### src/rtl/lab2_proc_imul_arbiter_if.sv
// Bundle of the requester-side and multiplier-side val/rdy channels used by
// the round-robin multiplier arbiter. The arbiter connects through the slave
// modport; the surrounding requesters plus the multiplier use master.
interface lab2_proc_imul_arbiter_if #(
  parameter int p_num_reqs = 2
);
  // requester request channel
  logic [p_num_reqs-1:0]    req_val;
  logic [p_num_reqs-1:0]    req_rdy;
  logic [64*p_num_reqs-1:0] req_msg;

  // requester response channel
  logic [p_num_reqs-1:0]    resp_val;
  logic [p_num_reqs-1:0]    resp_rdy;
  logic [31:0]              resp_msg;

  // multiplier istream
  logic                     mul_req_val;
  logic                     mul_req_rdy;
  logic [63:0]              mul_req_msg;

  // multiplier ostream
  logic                     mul_resp_val;
  logic                     mul_resp_rdy;
  logic [31:0]              mul_resp_msg;

  modport slave (
    input  req_val, req_msg, resp_rdy,
    input  mul_req_rdy, mul_resp_val, mul_resp_msg,
    output req_rdy, resp_val, resp_msg,
    output mul_req_val, mul_req_msg, mul_resp_rdy
  );

  modport master (
    output req_val, req_msg, resp_rdy,
    output mul_req_rdy, mul_resp_val, mul_resp_msg,
    input  req_rdy, resp_val, resp_msg,
    input  mul_req_val, mul_req_msg, mul_resp_rdy
  );
endinterface

### src/rtl/lab2_proc_imul_arbiter.sv
// Round-robin arbiter sharing one iterative multiplier among p_num_reqs
// requesters. One operation is in flight at a time; the owner index steers
// the product back to the requester that issued it.
// Optional feature macro: IMUL_ARB_B2B_EN -- when defined, the cycle that
// completes a response may also issue the next granted request, removing
// the idle cycle between back-to-back operations.
module lab2_proc_imul_arbiter #(
  parameter int p_num_reqs = 2
) (
  input  logic                          clk,
  input  logic                          reset,
  lab2_proc_imul_arbiter_if.slave       io,
  output logic                          busy,
  output logic [$clog2(p_num_reqs)-1:0] owner
);

  // derived width of the requester index
  localparam int p_owner_nbits = $clog2(p_num_reqs);

  localparam logic [0:0] IDLE = 1'b0;
  localparam logic [0:0] WAIT = 1'b1;

  logic [0:0]               state;
  logic [0:0]               state_next;
  logic [p_owner_nbits-1:0] ptr;
  logic [p_owner_nbits-1:0] ptr_next;
  logic [p_owner_nbits-1:0] owner_next;
  logic [p_owner_nbits-1:0] grant;

  logic any_req;
  logic found;
  logic issue_window;
  logic issue;
  logic resp_hs;

  logic [63:0] slice [p_num_reqs];

  assign any_req = |io.req_val;

  // Response handshake of the in-flight operation with its owner.
  assign resp_hs = (state == WAIT) && io.mul_resp_val && io.resp_rdy[owner];

  // Cycles in which a new operation may be presented to the multiplier.
`ifdef IMUL_ARB_B2B_EN
  assign issue_window = (state == IDLE) || resp_hs;
`else
  assign issue_window = (state == IDLE);
`endif

  // Round-robin search: first active requester starting at ptr, wrapping.
  always_comb begin
    int idx;
    idx   = 0;
    grant = ptr;
    found = 1'b0;
    for (int k = 0; k < p_num_reqs; k++) begin
      idx = int'(ptr) + k;
      if (idx >= p_num_reqs) begin
        idx = idx - p_num_reqs;
      end
      if (!found && io.req_val[idx]) begin
        grant = p_owner_nbits'(idx);
        found = 1'b1;
      end
    end
  end

  // Per-requester operand slices and one-hot ready/valid steering.
  generate
    for (genvar gi = 0; gi < p_num_reqs; gi++) begin : g_req
      assign slice[gi] = io.req_msg[gi*64 +: 64];

      assign io.req_rdy[gi] = issue_window && io.req_val[gi] && io.mul_req_rdy
                              && (grant == p_owner_nbits'(gi));

      assign io.resp_val[gi] = (state == WAIT) && io.mul_resp_val
                               && (owner == p_owner_nbits'(gi));
    end
  endgenerate

  assign io.mul_req_val  = issue_window && any_req;
  assign io.mul_req_msg  = io.mul_req_val ? slice[grant] : 64'd0;
  assign issue           = io.mul_req_val && io.mul_req_rdy;

  // A product arriving while IDLE is a protocol error and is neither
  // acknowledged nor forwarded; only the owner's ready is passed through.
  assign io.mul_resp_rdy = (state == WAIT) && io.resp_rdy[owner];
  assign io.resp_msg     = (state == WAIT) ? io.mul_resp_msg : 32'd0;

  assign busy = (state == WAIT);

  // Next-state logic for the FSM, priority pointer and owner index.
  always_comb begin
    state_next = state;
    ptr_next   = ptr;
    owner_next = owner;

    case (state)
      IDLE: begin
        if (issue) begin
          state_next = WAIT;
        end
      end
      WAIT: begin
        // a same-cycle issue only happens when back-to-back is enabled
        if (resp_hs) begin
          state_next = issue ? WAIT : IDLE;
        end
      end
      default: state_next = IDLE;
    endcase

    if (issue) begin
      owner_next = grant;
      ptr_next   = (grant == p_owner_nbits'(p_num_reqs - 1)) ? '0 : grant + 1'b1;
    end
  end

  // State registers; reset discards any in-flight operation.
  always_ff @(posedge clk or negedge reset) begin
    if (!reset) begin
      state <= IDLE;
      ptr   <= '0;
      owner <= '0;
    end else begin
      state <= state_next;
      ptr   <= ptr_next;
      owner <= owner_next;
    end
  end

endmodule

### src/flat_wrapper.sv
// flat-port wrapper written by rule: the top's interface ports become plain ports
module lab2_proc_imul_arbiter_flat 
#(
  parameter int p_num_reqs = 2
)
  (clk, reset, busy, owner, io_req_val, io_req_msg, io_resp_rdy, io_mul_req_rdy, io_mul_resp_val, io_mul_resp_msg, io_req_rdy, io_resp_val, io_resp_msg, io_mul_req_val, io_mul_req_msg, io_mul_resp_rdy);
  lab2_proc_imul_arbiter_if #(.p_num_reqs(p_num_reqs)) io_i ();
  input  logic clk;
  input  logic reset;
  output logic busy;
  output logic [$clog2(p_num_reqs)-1:0] owner;
  input wire logic [$bits(io_i.req_val)-1:0] io_req_val;
  input wire logic [$bits(io_i.req_msg)-1:0] io_req_msg;
  input wire logic [$bits(io_i.resp_rdy)-1:0] io_resp_rdy;
  input wire logic [$bits(io_i.mul_req_rdy)-1:0] io_mul_req_rdy;
  input wire logic [$bits(io_i.mul_resp_val)-1:0] io_mul_resp_val;
  input wire logic [$bits(io_i.mul_resp_msg)-1:0] io_mul_resp_msg;
  output wire logic [$bits(io_i.req_rdy)-1:0] io_req_rdy;
  output wire logic [$bits(io_i.resp_val)-1:0] io_resp_val;
  output wire logic [$bits(io_i.resp_msg)-1:0] io_resp_msg;
  output wire logic [$bits(io_i.mul_req_val)-1:0] io_mul_req_val;
  output wire logic [$bits(io_i.mul_req_msg)-1:0] io_mul_req_msg;
  output wire logic [$bits(io_i.mul_resp_rdy)-1:0] io_mul_resp_rdy;
  assign io_i.req_val = io_req_val;
  assign io_i.req_msg = io_req_msg;
  assign io_i.resp_rdy = io_resp_rdy;
  assign io_i.mul_req_rdy = io_mul_req_rdy;
  assign io_i.mul_resp_val = io_mul_resp_val;
  assign io_i.mul_resp_msg = io_mul_resp_msg;
  assign io_req_rdy = io_i.req_rdy;
  assign io_resp_val = io_i.resp_val;
  assign io_resp_msg = io_i.resp_msg;
  assign io_mul_req_val = io_i.mul_req_val;
  assign io_mul_req_msg = io_i.mul_req_msg;
  assign io_mul_resp_rdy = io_i.mul_resp_rdy;
  lab2_proc_imul_arbiter #(.p_num_reqs(p_num_reqs)) u_core (.clk(clk), .reset(reset), .io(io_i), .busy(busy), .owner(owner));
endmodule
### config.mk
export PLATFORM = sky130hd
export DESIGN_NAME = lab2_proc_imul_arbiter_flat
export DESIGN_NICKNAME = d
export VERILOG_FILES = /design/src/rtl/lab2_proc_imul_arbiter_if.sv /design/src/rtl/lab2_proc_imul_arbiter.sv /design/src/flat_wrapper.sv
export SDC_FILE = /design/constraint.sdc
export NUM_CORES = 1
export LEC_CHECK = 0
export BUFFER_PORTS_ARGS = -buffer_cell sky130_fd_sc_hd__buf_4
export CAP_MARGIN = 20
export CORE_AREA = 2 2 106 108
export DETAILED_ROUTE_END_ITERATION = 10
export DIE_AREA = 0 0 108 110
export GPL_TIMING_DRIVEN = 1
export HOLD_SLACK_MARGIN = 0.02
export PLACE_DENSITY = 0.63
export SYNTH_ARGS = -nofsm -noshare
export SYNTH_HDL_FRONTEND = slang
export SYNTH_SLANG_ARGS = --single-unit
### constraint.sdc
create_clock -name clk -period 2.24 [get_ports clk]
set_input_delay 0.224 -clock clk [delete_from_list [all_inputs] [get_ports clk]]
set_output_delay 0.224 -clock clk [all_outputs]
set_load 0.005 [all_outputs]
==> run metrics, run 1 <==
mean post-synth cell area=about 6.7 um2; deepest clock path buffer count=2; status=finished, final reports clean; Setup crit start kind=flop; All-Layer GR Usage=0.1602; cell taking the most area after synthesis=a2111o_1; total die area=around 12000 um2; post-CTS resize count=0; initial antenna violation count=0; Max Cap Viol=0; largest net degree at the start of global routing=67; Starting Density=0.2310; post-CTS setup buffers=0; Synth area leaders=a2111o_1 29%, o2111ai_1 23%, nand2_1 10%, inv_1 10%, and2_1 8.1%; hold-critical path depth=3; Syn Nets=539; hold_buf cts=1; worst stage delay on the critical path=460 ps; max-slew violation count=0; antenna diode count=0; Filler cells=1110; vias after detailed routing=3703; CP max-delay cell=dfrtp_4; die height=110 um; fmax=529.2 MHz; Hold Crit Class=in -> reg; CP arrival=1670 ps; Peak VDD IR=547.5 uV; non-filler cells, final=736; Rows=38; WHS Endpoint=u_core.busy$_DFF_PN0_; worst-skew pair later-pin latency=210 ps; CP Data Required Time=approximately 2000 ps; Async SR Flop Fraction=1.000; Die W=108 um; Leak=2.531 nW; reg2reg start=u_core.ptr$_DFFE_PN0P_; Post-synth EDFFs=0; RR Endpoint=u_core.owner$_DFFE_PN0P_; area of the multi-input gates=roughly 1800 um2; synth warn=0; RSZ-0062 raised after global routing=no; Critical Path Sink Type=primary output; Ports=272; register area share after synthesis=0.03038; power per cell area=660.9 nW/um2; grt ovf=0; vias in the first global route=3344; Final nets=765; Least-Margin Pin Slew=646.8 ps; P&R area growth vs syn=84.25%; CTS tree=done; most frequent CP cell=buf_4; CTS root buf=clkbuf_8; kind of critical path=reg -> out; antenna-violating nets left=0; hold wc startpoint=io_mul_req_rdy; DP Cell Count=731; # H-tree levels=1; DRT Pass-1 Iters=7; final worst path period share=0.8437; initial drt markers=roughly 260; top_reg_cell synth=dfrtp_1; fin crit period=1890 ps; WL final=10900 um; share of post-route cells with drive strength above 1=0.4866; DR DRC count=0; FF-to-FF path depth=3; Syn Std Cell Area=2471 um2; Num CTS Buffers=3; CTS Sinks=3; Synth Instances=371; vias per cell=approximately 5.0; Synth cell types=23; final setup fails=0; Setup TNS=0 ps; dpl hpwl=between 8000 and 9000 um; Rel. slew slack=0.5688; critical path, cell by cell=buf_4, a2111o_1, nand2_1, buf_4; clk_skew=0.9424 ps; Register Area=80.08 um2; Port Buf Inserts=271; most common cell in the netlist=nand2_1; setup slack, reg-to-reg=860 ps; Worst Path Max Fanout=65; Synth top area share=0.2916; final hold vios=0; drt wl/cell=14.81 um; post-synthesis register bit count=3; Placer Congestion=0.8176; Core Footprint=between 10000 and 15000 um2; clk slew on worst S/H paths=30 ps; first-pass GRT wire length=approximately 16000 um; crit path launch=u_core.ptr$_DFFE_PN0P_; top cells by count, synth=67 x nand2_1, 66 x inv_1, 64 x a2111o_1, 64 x o2111ai_1, 32 x and2_1
## placed cells by master, fill, tap and decap left out
cell type      synthesis  final
a2111o_1              64     64
a21o_1                 1      1
a21oi_1                2      2
and2_1                32     32
and3_1                 1      1
buf_12                 0      5
buf_4                  2    277
clkbuf_1              31      1
clkbuf_8               0      3
clkinv_2               0      1
dfrtp_1                3      1
dfrtp_2                0      1
dfrtp_4                0      1
dlygate4sd3_1          0      1
inv_1                 66     65
inv_2                  1      1
mux2i_1                1      1
nand2_1               67     67
nor2_1                 2      2
nor2b_1                1      1
nor3_1                 1      1
o2111ai_1             64     64
o211a_1                1      1
o21ai_0                1      1
o21ba_2                1      1
## worst max-delay path: cells and delay by family, from the launching register on
| family | cells | cell delay [ps] |
|---|---|---|
| AOI/OAI and AO/OA | 1 | 450 |
| buffers and inverters | 2 | 420 |
| and+or+nand+nor | 1 | 80 |
| DFF | 1 | 460 |
## layer usage
layer,up-vias,part of all wire,global-route usage
met4,0,0.012,0.03022
met2,148,0.53,0.3086
met5,-,0,0
met3,10,0.069,0.02116
li1,1855,-,-
met1,1690,0.39,0.1899
## state kept, by name, summed over array words and instances, names as in the netlist
register,count
u_core.busy,1
u_core.owner,1
u_core.ptr,1
## worst max-delay path by stage
stage                          to  cells after the start  slack, ps
2_1_floorplan  io_mul_req_msg[39]                      5        840
3_3_place_gp    io_mul_req_msg[1]                      6        490
3_5_place_dp    io_mul_req_msg[1]                      6        490
4_1_cts         io_mul_req_msg[6]                      4        330
5_1_grt         io_mul_req_msg[4]                      5        260
6_report       io_mul_req_msg[39]                      4        350
## metrics by stage
stage	utilization	hold WS, ps	power [mW]	area [um2]	setup slack, ps
final	0.4256	248.1	3.009	4553	350.2
after global routing	0.4256	278.3	3.285	4553	262.6
after CTS	0.4256	246.2	3.035	4553	333.0
after detailed placement	0.4205	16.27	2.868	4498	486.8
after global placement	0.4205	13.92	2.839	4498	491.6
after floorplan	-	-71.59	1.558	2471	836.3
## area by class of cell
| class | count | share of cell area |
|---|---|---|
| Timing Repair Buffer | 283 | 0.4809 |
| Multi-Input combinational cell | 239 | 0.3976 |
| Inverter | 67 | 0.05551 |
| Tap cell | 140 | 0.03847 |
| Sequential cell | 3 | 0.01759 |
| Clock buffer | 4 | 0.009893 |
## kinds of logic after synthesis
kind of cell | synth area share
AND/OR/NAND/NOR | 0.1929
multiplexers | 0.004051
AO/OA/AOI/OAI | 0.5357
buffers and inverters | 0.2370
flip-flops | 0.03038
## power by group
part / leakage, nW / total (mW) / internal [mW] / switching, mW
Sequential: 0.0334 / 0.176 / 0.0877 / 0.0882
Combinational: 2.47 / 2.68 / 1.29 / 1.38
Clock: 0.0228 / 0.157 / 0.121 / 0.0361
(Power assumes the default switching activity.)
==> inputs of run 2 (changes only) <==
Settings changed: CORE_AREA 2 2 106 108 to 2 2 105 107, DIE_AREA 0 0 108 110 to 0 0 107 109, PLACE_DENSITY 0.63 to 0.66.
Clock period 2.24 ns to 1.6 ns, I/O delays scaled along.
==> run 2 against run 1 <==
Against the previous run:
- the flow now finishes with violations (setup timing)
- largest cell class unchanged
- critical path type unchanged
- wire length grew 1.8%
- clock-buffer cell count stayed put
- global-route usage up 1.2 points
- critical path depth unchanged
- sequential share of layout area down 0.13 points
- non-clock buffer count rose by 3
- core utilization up 3.7 points
- worst setup slack got worse by 450 ps
- die area decreased by 1.8%
- clock skew barely moved
- worst hold slack got worse by 57 ps
==> run metrics, run 2 (same netlist as run 1, synthesis figures left out) <==
vias in the first global route=3519 (was 3344); Starting Density=0.2331 (was 0.2310); Worst Path Max Fanout=33 (was 65); Placed Area=4556 um2 (was 4498 um2); clk slew on worst S/H paths=30 ps (about the same); dpl hpwl=7962 um (was 8274 um); Rel. slew slack=0.5071 (was 0.5688); Leak=2.601 nW (was 2.531 nW); final worst path period share=1.061; drt wl/cell=15.01 um (was 14.81 um); fin crit period=1697 ps; WL final=11090 um (was 10900 um); final hold vios=0 (unchanged); Critical Path Sink Type=primary output (unchanged); largest net degree at the start of global routing=66 (was 67); CTS Sinks=3 (unchanged); # H-tree levels=1 (unchanged); Placer Congestion=0.7682 (was 0.8176); Setup TNS=-3191 ps (was 0 ps); kind of critical path=reg -> out (unchanged); DRT Pass-1 Iters=4 (was 7); total die area=11660 um2 (was 11880 um2); P&R area growth vs syn=98.63% (was 84.25%); CP arrival=1540 ps (was 1670 ps); share of post-route cells with drive strength above 1=0.5526 (was 0.4866); fmax=approximately 590 MHz; initial antenna violation count=0 (unchanged); initial drt markers=181 (was 264); Core Footprint=10600 um2 (was 10700 um2); RSZ-0062 raised after global routing=yes (was no); max-slew violation count=0 (unchanged); Rows=38 (unchanged); All-Layer GR Usage=0.1723 (was 0.1602); leading cell type in the layout, fill and taps excluded=buf_4 (unchanged); first-pass GRT wire length=16730 um (was 15920 um); switching power=2.378 mW (was 1.506 mW); Least-Margin Pin Slew=739.4 ps (was 646.8 ps); combinational power share=0.911 (was 0.889); final hold slack=191.4 ps (was 248.1 ps); vias per cell=5.039 (was 5.031); antenna-violating nets left=0 (unchanged); final setup margin=-97.43 ps (was 350.2 ps); Ports=272 (unchanged); Pint=2.417 mW (was 1.503 mW); Die W=107 um (was 108 um); die height=109 um (was 110 um); clock network fraction of total power=0.046 (was 0.052); non-filler cells, final=739 (was 736); Net Sw Frac=0.4959 (was 0.5005); violated checks=setup timing; power per cell area=977.0 nW/um2 (was 660.9 nW/um2); grt ovf=0 (unchanged); Final nets=768 (was 765); sequential share of power=0.043 (was 0.058); deepest clock path buffer count=2 (unchanged); CTS root buf=clkbuf_8 (unchanged); Hold Crit Class=in -> reg (unchanged); Port Buf Inserts=271 (unchanged); DR DRC count=0 (unchanged); vias after detailed routing=3724 (was 3703); Placement Setup Slack=94.92 ps (was 486.8 ps); Peak VDD IR=805.2 uV (was 547.5 uV); Num CTS Buffers=3 (unchanged); CTS tree=done (unchanged); Max Cap Viol=0 (unchanged); CP Data Required Time=1440 ps (was 2020 ps); status=finished with violations (was finished, final reports clean); final setup fails=64 (was 0); final instance area=4908 um2 (was 4553 um2); antenna diode count=0 (unchanged); clk_skew=1.354 ps (was 0.9424 ps); Setup crit start kind=flop (unchanged); worst-skew pair later-pin latency=220 ps (was 210 ps); DP Cell Count=732 (was 731); most frequent cells in the layout=268 x buf_4, 65 x inv_1, 65 x nand2_1, 64 x a2111o_1, 34 x o2111ai_2 (was 277 x buf_4, 67 x nand2_1, 65 x inv_1, 64 x o2111ai_1, 64 x a2111o_1)
run 2: changes by cell type in the layout (fill, tap and decap cells not counted):
cell / previous run / this run
o2111ai_1: 64 / 29
o2111ai_2: 0 / 34
buf_4: 277 / 268
buf_6: 0 / 8
buf_12: 5 / 7
buf_16: 0 / 2
nand2_1: 67 / 65
nand2_2: 0 / 2
nor2b_1: 1 / 0
nor2b_2: 0 / 1
o2111ai_4: 0 / 1
run 2: final timing paths:
| path | start | cells after the start | endpoint | slack, ps |
|---|---|---|---|---|
| max | u_core.ptr$_DFFE_PN0P_ | 4 | io_mul_req_msg[57] | -100 |
| min | io_mul_req_rdy | 3 | u_core.busy$_DFF_PN0_ | 190 |
| max reg2reg | u_core.ptr$_DFFE_PN0P_ | 3 | u_core.owner$_DFFE_PN0P_ | 300 |
| min reg2reg | u_core.owner$_DFFE_PN0P_ | 1 | u_core.owner$_DFFE_PN0P_ | 590 |
| max in group asynchronous | reset | 2 | u_core.ptr$_DFFE_PN0P_ | 1210 |
| min in group asynchronous | reset | 2 | u_core.ptr$_DFFE_PN0P_ | 290 |
run 2: cell type report:
type                            instances  area (um2)
Inverter                               67       252.7
Tap cell                              140       175.2
Sequential cell                         3       80.08
Timing Repair Buffer                  286        2307
Fill cell                            1063        5694
Multi-Input combinational cell        239        2048
Clock buffer                            4       45.04
run 2: power groups by stage:
stage               combinational (mW)  clock (mW)  sequential [mW]
detailed placement                3.97           0            0.191
global placement                  3.92           0            0.190
finish                            4.37       0.222            0.208
floorplan                         2.04           0            0.141
CTS                               4.46       0.232            0.206
global route                      4.73       0.236            0.217
run 2: critical path, cell delays in order (launching register included):
cell	delay, ps
dfrtp_4	520
buf_16	190
a2111o_1	400
nand2_2	110
buf_6	100
run 2: repair_timing:
| item | 4_1_cts | 5_1_grt |
|---|---|---|
| setup buffers | 2 | 0 |
| resized for setup | 32 | 19 |
| endpoints found under the hold margin | 3 | 0 |
| hold buffers | 1 | 0 |
| pin swaps | 1 | 0 |
| gates cloned | 2 | 0 |
| setup endpoints to repair | 64 | 66 |
run 2: metal layers:
metal  part of all wire  global-route usage  vias up
li1                   -                   -     1846
met1               0.39              0.1983     1719
met2               0.54              0.3380      153
met3              0.067             0.02690        6
met4             0.0059             0.02876        0
met5                  0                   0        -
run 2: per-stage QoR:
step                total power [mW]    util
floorplan                      2.182       -
global placement               4.107  0.4297
detailed placement             4.166  0.4297
CTS                            4.893  0.4585
global route                   5.178  0.4629
finish                         4.795  0.4629
